### config.mk
export PLATFORM = sky130hd
export DESIGN_NAME = adc_cfg_sequencer
export DESIGN_NICKNAME = d
export VERILOG_FILES = /design/src/rtl/adc_cfg_pkg.sv /design/src/rtl/adc_cfg_rom.sv /design/src/rtl/adc_cfg_sequencer.sv
export SDC_FILE = /design/constraint.sdc
export NUM_CORES = 1
export LEC_CHECK = 0
export BUFFER_PORTS_ARGS = -buffer_cell sky130_fd_sc_hd__buf_2
export CORE_MARGIN = 3
export CORE_UTILIZATION = 40
export CTS_BUF_LIST = sky130_fd_sc_hd__clkbuf_4 sky130_fd_sc_hd__clkbuf_8 sky130_fd_sc_hd__clkbuf_16
export DETAILED_ROUTE_END_ITERATION = 6
export PLACE_DENSITY = 0.55
export SYNTH_ARGS = -nofsm -noshare
export SYNTH_HDL_FRONTEND = slang
export SYNTH_SLANG_ARGS = --single-unit
### constraint.sdc
create_clock -name CLK -period 2.6 [get_ports CLK]
set_clock_uncertainty 0.15 [all_clocks]
set_input_delay 0.26 -clock CLK [delete_from_list [all_inputs] [get_ports CLK]]
set_output_delay 0.26 -clock CLK [all_outputs]
set_load 0.05 [all_outputs]
### src/rtl/adc_cfg_pkg.sv
// Shared definitions for the ADC configuration sequencer: state encoding,
// bank geometry and the fixed register-write table.
package adc_cfg_pkg;

  localparam int ADC_WORD_W = 24;
  localparam int NUM_ADC    = 6;

  typedef enum logic [2:0] {
    ST_IDLE,
    ST_HWRST,
    ST_RWAIT,
    ST_LOAD,
    ST_SHIFT,
    ST_GAP,
    ST_DONE
  } state_e;

  // Each entry is {8-bit register address, 16-bit register data}.
  function automatic logic [ADC_WORD_W-1:0] cfg_word(input logic [4:0] idx);
    case (idx)
      5'd0:    cfg_word = 24'h000001;
      5'd1:    cfg_word = 24'h011234;
      5'd2:    cfg_word = 24'h02A5C3;
      5'd3:    cfg_word = 24'h03FF00;
      5'd4:    cfg_word = 24'h0400FF;
      5'd5:    cfg_word = 24'h0F8001;
      5'd6:    cfg_word = 24'h105A5A;
      5'd7:    cfg_word = 24'h3E0C0C;
      default: cfg_word = 24'h000000;
    endcase
  endfunction

endpackage

### src/rtl/adc_cfg_rom.sv
// Combinational lookup of the configuration table; entries past the
// configured word count read as zero.
module adc_cfg_rom
  import adc_cfg_pkg::*;
#(
  parameter int NUM_WORDS = 8
) (
  input  logic [4:0]            index,
  output logic [ADC_WORD_W-1:0] word
);

  always_comb begin
    word = '0;
    if (int'(index) < NUM_WORDS) word = cfg_word(index);
  end

endmodule

### src/rtl/adc_cfg_sequencer.sv
// Answers ADC_INIT from the reset manager: pulses the ADC hardware reset,
// serially writes the configuration table to the selected ADCs, then reports done.
module adc_cfg_sequencer
  import adc_cfg_pkg::*;
#(
  parameter int CLK_DIV   = 2,
  parameter int RST_CYC   = 4,
  parameter int RST_WAIT  = 8,
  parameter int NUM_WORDS = 8,
  parameter int GAP       = 4
) (
  input  logic               CLK,
  input  logic               awrst,
  input  logic               ADC_INIT,
  input  logic [NUM_ADC-1:0] CS_MASK,
  output logic               ADC_INIT_DONE,
  output logic               BUSY,
  output logic [4:0]         WORD_CNT,
  output logic               ADC_RESET,
  output logic [NUM_ADC-1:0] ADC_CSB,
  output logic               ADC_SCLK,
  output logic               ADC_SDATA
);

  localparam int CNT_MAX = (RST_CYC > RST_WAIT)
                           ? ((RST_CYC > GAP) ? ((RST_CYC > CLK_DIV) ? RST_CYC : CLK_DIV)
                                              : ((GAP > CLK_DIV) ? GAP : CLK_DIV))
                           : ((RST_WAIT > GAP) ? ((RST_WAIT > CLK_DIV) ? RST_WAIT : CLK_DIV)
                                               : ((GAP > CLK_DIV) ? GAP : CLK_DIV));
  localparam int CNT_W = (CNT_MAX < 2) ? 1 : $clog2(CNT_MAX);

  localparam logic [CNT_W-1:0] RST_LD  = CNT_W'(RST_CYC - 1);
  localparam logic [CNT_W-1:0] WAIT_LD = CNT_W'(RST_WAIT - 1);
  localparam logic [CNT_W-1:0] DIV_LD  = CNT_W'(CLK_DIV - 1);
  localparam logic [CNT_W-1:0] GAP_LD  = CNT_W'(GAP - 1);
  localparam logic [4:0]       LAST_WORD = 5'(NUM_WORDS - 1);
  localparam logic [4:0]       LAST_BIT  = 5'(ADC_WORD_W - 1);

  state_e                  state;
  logic [CNT_W-1:0]        cnt;
  logic [4:0]              bit_cnt;
  logic [NUM_ADC-1:0]      mask;
  logic [ADC_WORD_W-1:0]   rom_word;
  logic [ADC_WORD_W-1:0]   shreg;

  adc_cfg_rom #(.NUM_WORDS(NUM_WORDS)) u_rom (
    .index (WORD_CNT),
    .word  (rom_word)
  );

  // shreg holds the bits still to be sent, next bit at the MSB; it is always
  // loaded before use, so it carries no reset.
  always_ff @(posedge CLK) begin
    if (state == ST_LOAD)
      shreg <= {rom_word[ADC_WORD_W-2:0], 1'b0};
    else if (state == ST_SHIFT && cnt == '0 && ADC_SCLK)
      shreg <= shreg << 1;
  end

  always_ff @(posedge CLK or posedge awrst) begin
    if (awrst) begin
      state         <= ST_IDLE;
      cnt           <= '0;
      bit_cnt       <= '0;
      mask          <= '0;
      ADC_INIT_DONE <= 1'b0;
      BUSY          <= 1'b0;
      WORD_CNT      <= '0;
      ADC_RESET     <= 1'b0;
      ADC_CSB       <= '1;
      ADC_SCLK      <= 1'b0;
      ADC_SDATA     <= 1'b0;
    end else if (BUSY && !ADC_INIT) begin
      // Request withdrawn mid-sequence: drop everything, never finish the word.
      state         <= ST_IDLE;
      cnt           <= '0;
      bit_cnt       <= '0;
      mask          <= '0;
      ADC_INIT_DONE <= 1'b0;
      BUSY          <= 1'b0;
      WORD_CNT      <= '0;
      ADC_RESET     <= 1'b0;
      ADC_CSB       <= '1;
      ADC_SCLK      <= 1'b0;
      ADC_SDATA     <= 1'b0;
    end else begin
      case (state)
        ST_IDLE: begin
          if (ADC_INIT) begin
            if (CS_MASK != '0) begin
              mask      <= CS_MASK;
              state     <= ST_HWRST;
              ADC_RESET <= 1'b1;
              BUSY      <= 1'b1;
              cnt       <= RST_LD;
            end else begin
              state         <= ST_DONE;
              ADC_INIT_DONE <= 1'b1;
              WORD_CNT      <= 5'(NUM_WORDS);
            end
          end
        end
        ST_HWRST: begin
          if (cnt != '0) cnt <= cnt - 1'b1;
          else begin
            state     <= ST_RWAIT;
            ADC_RESET <= 1'b0;
            cnt       <= WAIT_LD;
          end
        end
        ST_RWAIT: begin
          if (cnt != '0) cnt <= cnt - 1'b1;
          else begin
            state    <= ST_LOAD;
            WORD_CNT <= '0;
          end
        end
        ST_LOAD: begin
          state     <= ST_SHIFT;
          ADC_CSB   <= ~mask;
          ADC_SCLK  <= 1'b0;
          ADC_SDATA <= rom_word[ADC_WORD_W-1];
          bit_cnt   <= LAST_BIT;
          cnt       <= DIV_LD;
        end
        ST_SHIFT: begin
          // SDATA only moves on the high-to-low SCLK transition.
          if (cnt != '0) cnt <= cnt - 1'b1;
          else if (!ADC_SCLK) begin
            ADC_SCLK <= 1'b1;
            cnt      <= DIV_LD;
          end else if (bit_cnt == '0) begin
            state     <= ST_GAP;
            ADC_SCLK  <= 1'b0;
            ADC_SDATA <= 1'b0;
            ADC_CSB   <= '1;
            cnt       <= GAP_LD;
          end else begin
            ADC_SCLK  <= 1'b0;
            ADC_SDATA <= shreg[ADC_WORD_W-1];
            bit_cnt   <= bit_cnt - 1'b1;
            cnt       <= DIV_LD;
          end
        end
        ST_GAP: begin
          if (cnt != '0) cnt <= cnt - 1'b1;
          else begin
            WORD_CNT <= WORD_CNT + 5'd1;
            if (WORD_CNT == LAST_WORD) begin
              state         <= ST_DONE;
              ADC_INIT_DONE <= 1'b1;
              BUSY          <= 1'b0;
            end else begin
              state <= ST_LOAD;
            end
          end
        end
        ST_DONE: begin
          if (!ADC_INIT) begin
            state         <= ST_IDLE;
            ADC_INIT_DONE <= 1'b0;
            WORD_CNT      <= '0;
            mask          <= '0;
          end
        end
        default: state <= ST_IDLE;
      endcase
    end
  end

endmodule

; ---- Word level (Yosys, flattened, before mapping)
; Memory sizes are Yosys's and may differ from the RTL's.
; Cells that the tools add are included.
[word_totals]
rom_bits = 176
latchBits = 0
register_bits = 56
ram_bits = 0
n_memories = 1
[memory_table]
columns = memory, words, word_bits, read_ports, rd_clocked_by_memory_dff, wr, line_no
row1 = (name not given), 8, 22, 1, 0, 0, adc_cfg_pkg.sv:20  ; case (idx)
[op_classes]
n_div = 0
add_sub_neg = 3
n_shift = 0
mul = 0
mux = 72
n_reduce_logical = 30
n_eq_ne = 20
order_cmp = 1
n_bitwise = 1
[op_table]
columns = cell, n
row1 = $mux W24, 4
row2 = $mux W3, 17
row3 = $mux W5, 10
row4 = $mux W6, 8
row5 = $ne A3 B3 Y1 const B, 10
row6 = $pmux W6 S2, 2
row7 = $pmux W3 S7, 1
row8 = $mux W1, 20
row9 = $pmux W5 S4, 1
row10 = $reduce_and A4 Y1, 5
row11 = $pmux W3 S5, 1
row12 = $reduce_bool A3 Y1, 5
row13 = $reduce_and A6 Y1, 2
row14 = $reduce_bool A6 Y1, 2
row15 = $pmux W5 S2, 1
row16 = $eq A3 B3 Y1 const B, 3
row17 = $pmux W1 S2, 4
row18 = $reduce_and A8 Y1, 1
row19 = $eq A3 B2 Y1 const B, 2
row20 = $logic_not A3 Y1, 2
row21 = $ne A3 B1 Y1 const B, 2
row22 = $not A6 Y6, 1
row23 = $add A5 B1 Y5 const B, 1
row24 = $eq A5 B3 Y1 const B, 1
row25 = other kinds (18), 21

; ---- Logic depth before layout (Yosys ltp)
[depth]
depth_word = 6
mapped_depth = 9
ltp_nobuf = 7

; ---- Cells and area by module
; A second synthesis with hierarchy kept.
[hier_totals]
hier_cells = 348
hier_area_um2 = 3405.8
[modules_own_cells]
columns = mod, instances, cells_each, area_per_inst_um2
row1 = adc_cfg_sequencer, 1, 297, 3069.2
row2 = adc_cfg_rom, 1, 51, 336.6

; ---- Worst setup path before layout
; Ideal clock, no wire load.
[synth_timing]
path_kind = reg-to-reg
start = reg state[1]
end = reg shreg[10], enable pin
t_required_ns = 2.032
setup_slack_ns = 0.284
stages_incl_launch_ff = 6
setup_time_ns = 0.418
arrival_time_ns = 1.747
path_cell_list = dfrtp_1 -> clkbuf_1 -> nand2_1 -> clkbuf_1 -> clkbuf_1 -> nand2_1
[synth_via]
elab_chain_len = 4
word_cells_on_any_way = 5
[synth_rtl]
columns = item, line_no
row1 = "start, declared", adc_cfg_sequencer.sv:39  ; state_e state;
row2 = "start signal, assigned", adc_cfg_sequencer.sv:62  ; state <= ST_IDLE;
row3 = "start signal, assigned", adc_cfg_sequencer.sv:75  ; state <= ST_IDLE;
row4 = "start signal, assigned", adc_cfg_sequencer.sv:92  ; state <= ST_HWRST;
row5 = $eq A3 B3 Y1, adc_cfg_sequencer.sv:56  ; else if (state == ST_SHIFT && cnt == '0 && ADC_SCLK)
row6 = $logic_and A1 B1 Y1 (2 in series), adc_cfg_sequencer.sv:56
row7 = $reduce_bool A2 Y1 (no line) *, n/a
row8 = "end signal, assigned", adc_cfg_sequencer.sv:55  ; shreg <= {rom_word[ADC_WORD_W-2:0], 1'b0};
row9 = "end signal, assigned", adc_cfg_sequencer.sv:57  ; shreg <= shreg << 1;
row10 = "end, declared", adc_cfg_sequencer.sv:44  ; logic [ADC_WORD_W-1:0] shreg;
; Every way passes the cells marked *; elsewhere a longest branch is shown, timed or not.
; A chain may end at the register's enable or synchronous reset.

; ---- Worst setup path after layout
[layout_timing]
start = reg state[2]
end = reg state[1]
[layout_via]
elab_chain_len = 3
word_cells_on_any_way = 18
[layout_rtl]
columns = item, line_no
row1 = $eq A3 B3 Y1 (tied with other cells), adc_cfg_sequencer.sv:87  ; case (state)
row2 = $ne A3 B1 Y1 (no line) (tied with other cells), n/a
row3 = $reduce_and A8 Y1 (no line) / $mux W3 (equally long branches), n/a
; Several ways; a longest one is shown, not always the timed one.

==> impl_metrics.yaml <==
timing:
  slew-limit-headroom_pct: 55.90
  tns_ns: 0
  tightest_slew_ns: 0.6616
  whs_ns: 0.04971
  slew_viol_final: 0
  max_clock_freq_ghz: 0.4315
  rsz0062_at_grt: "false"
  setup_viol: 0
  period_share_pct: 89.14
  layout_min_cycle_time_ns: 2.318
  hold_violations: 0
worst_setup_path:
  reg2reg_depth: 5
  cp.required_ns: 2.65
  cpMaxStageDelayCell: "dfrtp_1"
  crit_path_end_kind: "register"
  cp.buffers_inverters: 1
  worstSetupPathType: "register to register"
  path_delay_family: "flip-flops"
  rr_startpoint: "state[2]"
  crit_path_cell_trace: "inv_4, or3_1, a311o_1, o311a_4, mux2_4"
  timing.rr.end: "state[1]"
  start_kind: "register"
  path_max_fanout: 19
  critPathLaunch: "state[2]"
  rrSetupSlack_ns: 0.28
  max_stage_delay_ns: 0.73
  arrival_ns: 2.37
route:
  ant_nets: 0
  viasPerCell: 5.462
  wire_per_inst_um: 15.37
  drt_wl_total_um: 6915
  dr.pass1.iters: 4
  route.detailed.drc: 0
  vias: 2458
  drtIter0Drc: 144
clock_network:
  postCtsSetupRepairBufs: 0
  clockBufferDepth: 2
  clk_pin_slew_worst_paths_ns: 0.11
  clock_latency_ns: 0.32
  cts_tree: "done"
  cts_inserted_buffers: 5
  cts.sinks: 56
  clock-root-buffer: "clkbuf_8"
  htree_levels: 2
  cts-resized-gates: 0
power_and_ir_drop:
  vdd.ir_drop.worst_mv: 0.1798
  total_power_mw: 1.458
  power_density_nw_per_um2: 421.7
  p_leak_nw: 1.457
global_routing:
  grt_usage_pct: 16.83
  grt_pass1_wl_um: 11740
  antenna_found_initial: 0
  gr-total-overflow: 0
  grt_pass1_vias: 2355
  grt_max_degree: 39
job:
  drv_cap: 0
layout:
  final_common_cell: "nand2_1"
  fin_area_um2: 3457
  fin_nets: 369
  regArea_um2: 1524
  final_cell_mix: "nand2_1 (50), dfrtp_1 (27), nor2_1 (24), buf_2 (24), edfxtp_1 (23)"
  n_antenna_cell: 0
  syn_to_final_growth_pct: 11.82
  fill_cells: 730
  fin_util_pct: 46.91
  drive_above_1_share_pct: 15.67
  multi_input_area_um2: 1424
min_path:
  hold_depth: 3
  hold_end: "mask[1]"
  min_path_type: "input port to register"
  holdCritStartpoint: "CS_MASK[1]"
logic_synthesis:
  synth_seq_cells: 56
  syn-cell-area_um2: 3092
  synth-seq-area-share_pct: 49.29
  avgSynthCellArea_um2: 9.484
  yosysWarnings: 0
  netlist_instances: 326
  synth_edf_count: 23
  synthArstFlopShare_pct: 58.93
  synthFlopType: "dfrtp_1"
  ys_types: 54
  mappedNetlistNets: 345
floorplanning:
  die_y_um: 93.92
  fp.dieArea_um2: 8820
  core_area_um2: 7370
  num_io_pins: 25
  rows: 31
  initial_core_util_pct: 41.95
  die_w_um: 93.92
placed_design:
  place_congestion: 0.7904
  hpwl_um: 4977
  place_area_um2: 3354
  port_buffers: 24
run_status:
  outcome: "finished clean"
repair_timing:
item                                    CTS  global route
endpoints found under the hold margin    27             0
endpoints found under the setup margin    0             0
hold buffers                              1             0
area by class of cell:
type / count / share of cell area [%]
Tap cell: 99 / 3.583
Timing Repair Buffer: 35 / 6.659
Clock inverter: 2 / 0.4705
Multi-Input combinational cell: 236 / 41.19
Inverter: 16 / 1.810
Sequential cell: 56 / 44.08
Clock buffer: 6 / 2.208
synthesized netlist by cell type, types with 2 or more instances:
library cell  number  area [um^2]
nand2_1           50        187.7
dfrtp_1           27        675.7
nor2_1            24        90.09
edfxtp_1          23        690.7
o21ai_0           22        110.1
a21oi_1           20        100.1
inv_1             15        56.30
a31oi_1           14        87.58
clkbuf_1          11        41.29
nor2b_1           11        68.82
ha_1              10        125.1
mux2i_1           10        100.1
o31ai_1           10        75.07
nand3_1            9        45.04
dfstp_2            6        157.7
nand2b_1           5        31.28
nor3_1             5        25.02
buf_2              4        20.02
nand4_1            4        25.02
or3_1              4        25.02
o211ai_1           3        22.52
a21o_1             2        15.01
and3_1             2        12.51
nand3b_1           2        15.01
nor4b_1            2        17.52
o21ai_1            2        10.01
or2_2              2        12.51
tightest hold or removal path: cells and delay by family:
family,cells,cell delay (ns)
AND/OR/NAND/NOR,1,0.05
multiplexers,1,0.06
buffers and inverters,1,0.11
worst max path at each step:
stage	endpoint	slack, ns	depth (start not counted)
after global routing	WORD_CNT[4]	0.15	7
after global placement	state[1]	0.36	5
after detailed placement	state[1]	0.31	5
final	state[1]	0.28	5
after CTS	state[1]	0.29	5
after floorplan	shreg[10]	0.28	5
stage by stage:
| step | setup WS (ns) | cells |
|---|---|---|
| finish | 0.2824 | 450 |
| global route | 0.1457 | 450 |
| CTS | 0.2934 | 450 |
| detailed placement | 0.3083 | 441 |
| global placement | 0.3629 | 441 |
| floorplan | 0.2845 | 326 |
cell families (layout without fill, tap and decap cells):
group           Yosys count  in the layout  share of synthesized area (%)
buf+inv                  34             59                          4.654
compound gates           90             90                          18.90
fa+ha+maj                10             10                          4.047
simple gates            125            125                          19.38
flops                    56             56                          49.29
mux                      11             11                          3.723
power breakdown:
group,switching [mW],internal [mW]
logic,0.0221,0.0109
clock network,0.307,0.203
registers,0,0.914
flip-flops by register name (all words and copies together), names as in the netlist:
name / cells
ADC_SCLK: 1
bit_cnt: 5
state: 3
BUSY: 1
ADC_RESET: 1
ADC_INIT_DONE: 1
ADC_CSB: 6
cnt: 3
WORD_CNT: 5
ADC_SDATA: 1
mask: 6
shreg: 23
routing by layer:
metal / up-vias / share of wire (%) / global-route usage (%)
li1: 1230 / - / -
met1: 1173 / 50 / 25.04
met2: 48 / 44 / 25.01
met3: 7 / 4.8 / 3.045
met4: 0 / 1.2 / 4.693
met5: - / 0 / 0
Note: power is estimated with default switching activity, not from simulation.
